===== src/rtl/pwm_output_stage.sv =====
// pwm_output_stage
// Turns per-pin enable / mode bits and an 8-bit duty request into 16
// registered output pins. Each pin is forced low, static high, or driven by
// one shared PWM waveform. The duty request is shadowed and only taken over
// at a PWM period boundary, so a write arriving mid-period cannot truncate
// or stretch the pulse that is already in flight.
//
// Timing overview (DIV clk cycles per PWM step, 256 steps per period):
//   r_prescaler : 0 .. DIV-1, wraps; w_tick when it sits at DIV-1
//   r_pwm_cnt   : advances on w_tick, 255 -> 0 wrap is the period boundary
//   boundary    : w_tick && r_pwm_cnt == 255
//                 -> r_duty_active <= duty, r_period_start <= 1
//   r_out       : one register stage after the combinational pin mux
//
// DIV must lie in 1..65535 and PRESC_W must be wide enough to hold DIV-1.

module pwm_output_stage #(
    parameter int unsigned DIV     = 3000,
    parameter int unsigned PRESC_W = 16
) (
    input  logic        clk,
    input  logic        rst_n,
    input  logic [15:0] en_out,
    input  logic [15:0] pwm_mode,
    input  logic [7:0]  duty,
    output logic [15:0] out,
    output logic        period_start,
    output logic [7:0]  duty_active
);

    // Terminal count of the prescaler; truncated to the counter width.
    localparam logic [PRESC_W-1:0] LP_PRESC_MAX = PRESC_W'(DIV - 1);

    // Registered state.
    logic [PRESC_W-1:0] r_prescaler;
    logic [7:0]         r_pwm_cnt;
    logic [7:0]         r_duty_active;
    logic               r_period_start;
    logic [15:0]        r_out;

    // Combinational helpers.
    logic               w_tick;
    logic               w_boundary;
    logic               w_pwm_sig;
    logic [15:0]        w_pwm_vec;
    logic [15:0]        w_out_next;

    // One PWM step every DIV clocks; with DIV = 1 this is every cycle.
    assign w_tick     = (r_prescaler == LP_PRESC_MAX);

    // Last step of the period is ending: start a new period on this edge.
    assign w_boundary = w_tick && (r_pwm_cnt == 8'hFF);

    // Shared waveform. 8'hFF is treated as a true 100% so the pin does not
    // drop for one step at the wrap; 8'h00 naturally yields a constant 0.
    always_comb begin
        w_pwm_sig = 1'b0;
        if (r_duty_active == 8'hFF) begin
            w_pwm_sig = 1'b1;
        end else begin
            w_pwm_sig = (r_pwm_cnt < r_duty_active);
        end
    end

    // Per-pin mux: disabled -> 0, enabled static -> 1, enabled PWM -> waveform.
    assign w_pwm_vec  = {16{w_pwm_sig}};
    assign w_out_next = en_out & (~pwm_mode | w_pwm_vec);

    // Prescaler: free-running divider that produces the PWM step tick.
    always_ff @(posedge clk) begin
        if (!rst_n) begin
            r_prescaler <= '0;
        end else if (w_tick) begin
            r_prescaler <= '0;
        end else begin
            r_prescaler <= r_prescaler + 1'b1;
        end
    end

    // PWM step counter; natural 8-bit wrap gives 255 -> 0 at the boundary.
    always_ff @(posedge clk) begin
        if (!rst_n) begin
            r_pwm_cnt <= 8'h00;
        end else if (w_tick) begin
            r_pwm_cnt <= r_pwm_cnt + 8'h01;
        end
    end

    // Duty shadow register and period-start pulse, both updated at the boundary.
    always_ff @(posedge clk) begin
        if (!rst_n) begin
            r_duty_active  <= 8'h00;
            r_period_start <= 1'b0;
        end else begin
            r_period_start <= w_boundary;
            if (w_boundary) begin
                r_duty_active <= duty;
            end
        end
    end

    // Output pin register; enable and mode changes show up one clock later.
    always_ff @(posedge clk) begin
        if (!rst_n) begin
            r_out <= 16'h0000;
        end else begin
            r_out <= w_out_next;
        end
    end

    assign out          = r_out;
    assign period_start = r_period_start;
    assign duty_active  = r_duty_active;

endmodule


===== config.mk =====
export PLATFORM = sky130hd
export DESIGN_NAME = pwm_output_stage
export DESIGN_NICKNAME = d
export VERILOG_FILES = /design/src/rtl/pwm_output_stage.sv
export SDC_FILE = /design/constraint.sdc
export NUM_CORES = 1
export LEC_CHECK = 0
export BUFFER_PORTS_ARGS = -buffer_cell sky130_fd_sc_hd__buf_2
export CORE_UTILIZATION = 46
export CTS_BUF_LIST = sky130_fd_sc_hd__clkbuf_16
export CTS_CLUSTER_SIZE = 14
export DETAILED_ROUTE_END_ITERATION = 16
export PLACE_DENSITY = 0.76
export SLEW_MARGIN = 15
export SYNTH_ARGS = -nofsm -noshare
export SYNTH_HDL_FRONTEND = slang
export SYNTH_SLANG_ARGS = --single-unit

===== constraint.sdc =====
create_clock -name clk -period 2 [get_ports clk]
set_input_delay 0.2 -clock clk [delete_from_list [all_inputs] [get_ports clk]]
set_output_delay 0.2 -clock clk [all_outputs]
set_load 0.02 [all_outputs]

==> qor.csv <==
metric;value;unit
peak supply drop;0.000504;V
RSZ-0062 raised after global routing;no;
initial antenna violation count;0;
Final Hold Fails;0;
fmax;524;MHz
reg2reg path depth;6;
period utilization;0.955;
Warnings, synthesis;0;
Root Driver;clkbuf_16;
Reg area;981;sq um
Clock Latency Late Sink;0.29;ns
worst reg2reg setup slack;0.09;ns
Final Instance Area;2800;sq um
Rows;24;
drt first-iter violations;97;
final std cells w/o fill;377;
post-layout min period;1.91;ns
Starting Density;0.491;
Vias;1927;
placed instance area;2620;sq um
Crit Reg-Reg Endpoint;r_pwm_cnt[7];
number of routed nets with antenna violations;0;
Total GRT Usage;0.198;
n_diodes;0;
clk_skew;0.00581;ns
die area;5020;sq um
Critical Path RT;2.21;ns
Syn Nets;299;
worst setup path startpoint;r_prescaler[0];
cts hold-fix bufs;0;
Post-Syn Instances;248;
setup bufs post-CTS;0;
post-placement setup slack;0.132;ns
Hold Path Class;in -> reg;
post-route setup TNS;0;ns
final max-slew violation count;0;
mapped cell area;2180;sq um
1st-pass router iterations;6;
crit path launch type;flip-flop;
slew margin rel.;0.578;
CTS tree;built;
Worst-Margin Slew;0.617;ns
core area;4440;sq um
Clk pin slew, worst setup/hold paths;0.07;ns
Placed Instances;366;
fill count;399;
die span in x;70.9;um
post-cts sizing count;0;
register bit count reported by yosys;49;
area delta synth->final;28.4;%
Final Net Count;375;
crit end category;flip-flop;
last element of the critical path;r_pwm_cnt[7];
Final WS setup;0.0904;ns
Yosys cell types;35;
crit path DAT;2.12;ns
largest net degree at the start of global routing;31;
commonest non-fill, non-tap cell in the layout;buf_2;
multi-input logic area;1120;sq um
status;finished clean;
HPWL Detailed;3.50;mm
vias in the first global route;1849;
clock sink count;49;
PD cells;698;nW/um^2
die height;70.9;um
mean cell area of the mapped netlist;8.79;sq um
vias per inst;5.11;
RD Place Congestion;0.789;
final WL;4.74;mm
sequential fraction of the synthesis area;0.450;
Crit Path Max Fanout;10;
first-pass GRT wire length;7.80;mm
Max-Cap Viols;0;
Setup violations, final;0;
drt wl/cell;12.6;um
Port Buffers;66;
layout cells sized above 1;0.286;
Clock Path Buffers;2;
Setup CP Type;reg -> reg;
# DRC;0;
LEAKAGE;1.18;nW
H-tree Lvls;2;
worst flop-to-flop path startpoint;r_prescaler[0];
grt ovf;0;
num ports;67;
most frequent cells in the layout;buf_2 (66), dfxtp_1 (49), nand2_1 (43), a21oi_1 (22), nor2_1 (20);
Num CTS Buffers;5;
==> worst min-delay path by stage <==
stage / depth (start not counted) / endpoint / from / slack [ns]
2_1_floorplan: 1 / out[0] / pwm_mode[0] / 0.29
3_3_place_gp: 2 / out[10] / pwm_mode[10] / 0.37
3_5_place_dp: 2 / out[12] / pwm_mode[12] / 0.37
4_1_cts: 2 / out[15] / pwm_mode[15] / 0.07
5_1_grt: 2 / out[6] / pwm_mode[6] / 0.07
6_report: 2 / out[1] / pwm_mode[1] / 0.07
==> sequential cells by signal (all words and copies together) (netlist names) <==
register	cells
duty_active	8
out	16
period_start	1
r_prescaler	16
r_pwm_cnt	8
==> cells in the mapped netlist, drive strengths merged <==
library cell | n | area share
dfxtp | 49 | 0.45
nand2 | 43 | 0.074
a21oi | 22 | 0.050
nor2 | 20 | 0.034
inv | 13 | 0.022
mux2i | 11 | 0.050
xnor2 | 11 | 0.044
ha | 9 | 0.052
nand3 | 9 | 0.021
nor4 | 9 | 0.040
clkbuf | 8 | 0.014
nand4 | 6 | 0.020
nand2b | 5 | 0.014
nor3 | 4 | 0.0092
o21ai | 4 | 0.0092
o31ai | 4 | 0.014
or3 | 3 | 0.0086
or4 | 3 | 0.010
xor2 | 2 | 0.0080
a2111oi | 1 | 0.0040
a21o | 1 | 0.0034
a41o | 1 | 0.0046
and4 | 1 | 0.0040
buf | 1 | 0.0017
nand4b | 1 | 0.011
nor2b | 1 | 0.0029
nor3b | 1 | 0.0057
nor4b | 1 | 0.0040
o211ai | 1 | 0.0034
o21a | 1 | 0.0034
o32ai | 1 | 0.0040
or2 | 1 | 0.0029
==> area by class of cell <==
type / count / area share
timing repair buffer: 78 / 0.155
sequential: 49 / 0.350
clock inverter: 3 / 0.00804
clock buffer: 5 / 0.0447
multi-input combinational: 177 / 0.402
tap: 52 / 0.0232
inverter: 13 / 0.0174
==> through the flow <==
step / utilization / hold WS, ns / power [mW]
4_1_cts: 0.622 / 0.0662 / 1.97
6_report: 0.630 / 0.0699 / 1.95
3_3_place_gp: 0.589 / 0.369 / 1.14
3_5_place_dp: 0.589 / 0.373 / 1.15
5_1_grt: 0.630 / 0.0666 / 2.03
2_1_floorplan: - / 0.287 / 1.08
==> power breakdown <==
| group | leakage, nW | internal, mW | total, mW | switching [mW] |
|---|---|---|---|---|
| registers | 0.398 | 0.994 | 1.00 | 0.00847 |
| clock network | 0.0738 | 0.465 | 0.830 | 0.365 |
| logic | 0.710 | 0.0551 | 0.122 | 0.0669 |
| total | 1.18 | 1.51 | 1.95 | 0.440 |
==> critical path: stages (launching register included) <==
cell      delay (ns)
dfxtp_1         0.38
ha_1            0.19
nor2b_1         0.28
nand4b_4        0.20
buf_12          0.19
nor4_1          0.35
mux2i_1         0.25
==> layer usage <==
metal,track usage,routed length [um]
met1,0.226,2170
met3,0.0627,185
met2,0.345,2300
met5,0,0
met4,0.0756,82
==> logic make-up after synthesis <==
family	share of synthesized area
flops	0.450
xor+xnor	0.0522
compound gates	0.0964
mux	0.0505
simple gates	0.262
buf+inv	0.0379
fa+ha+maj	0.0516
(Power assumes the default switching activity.)
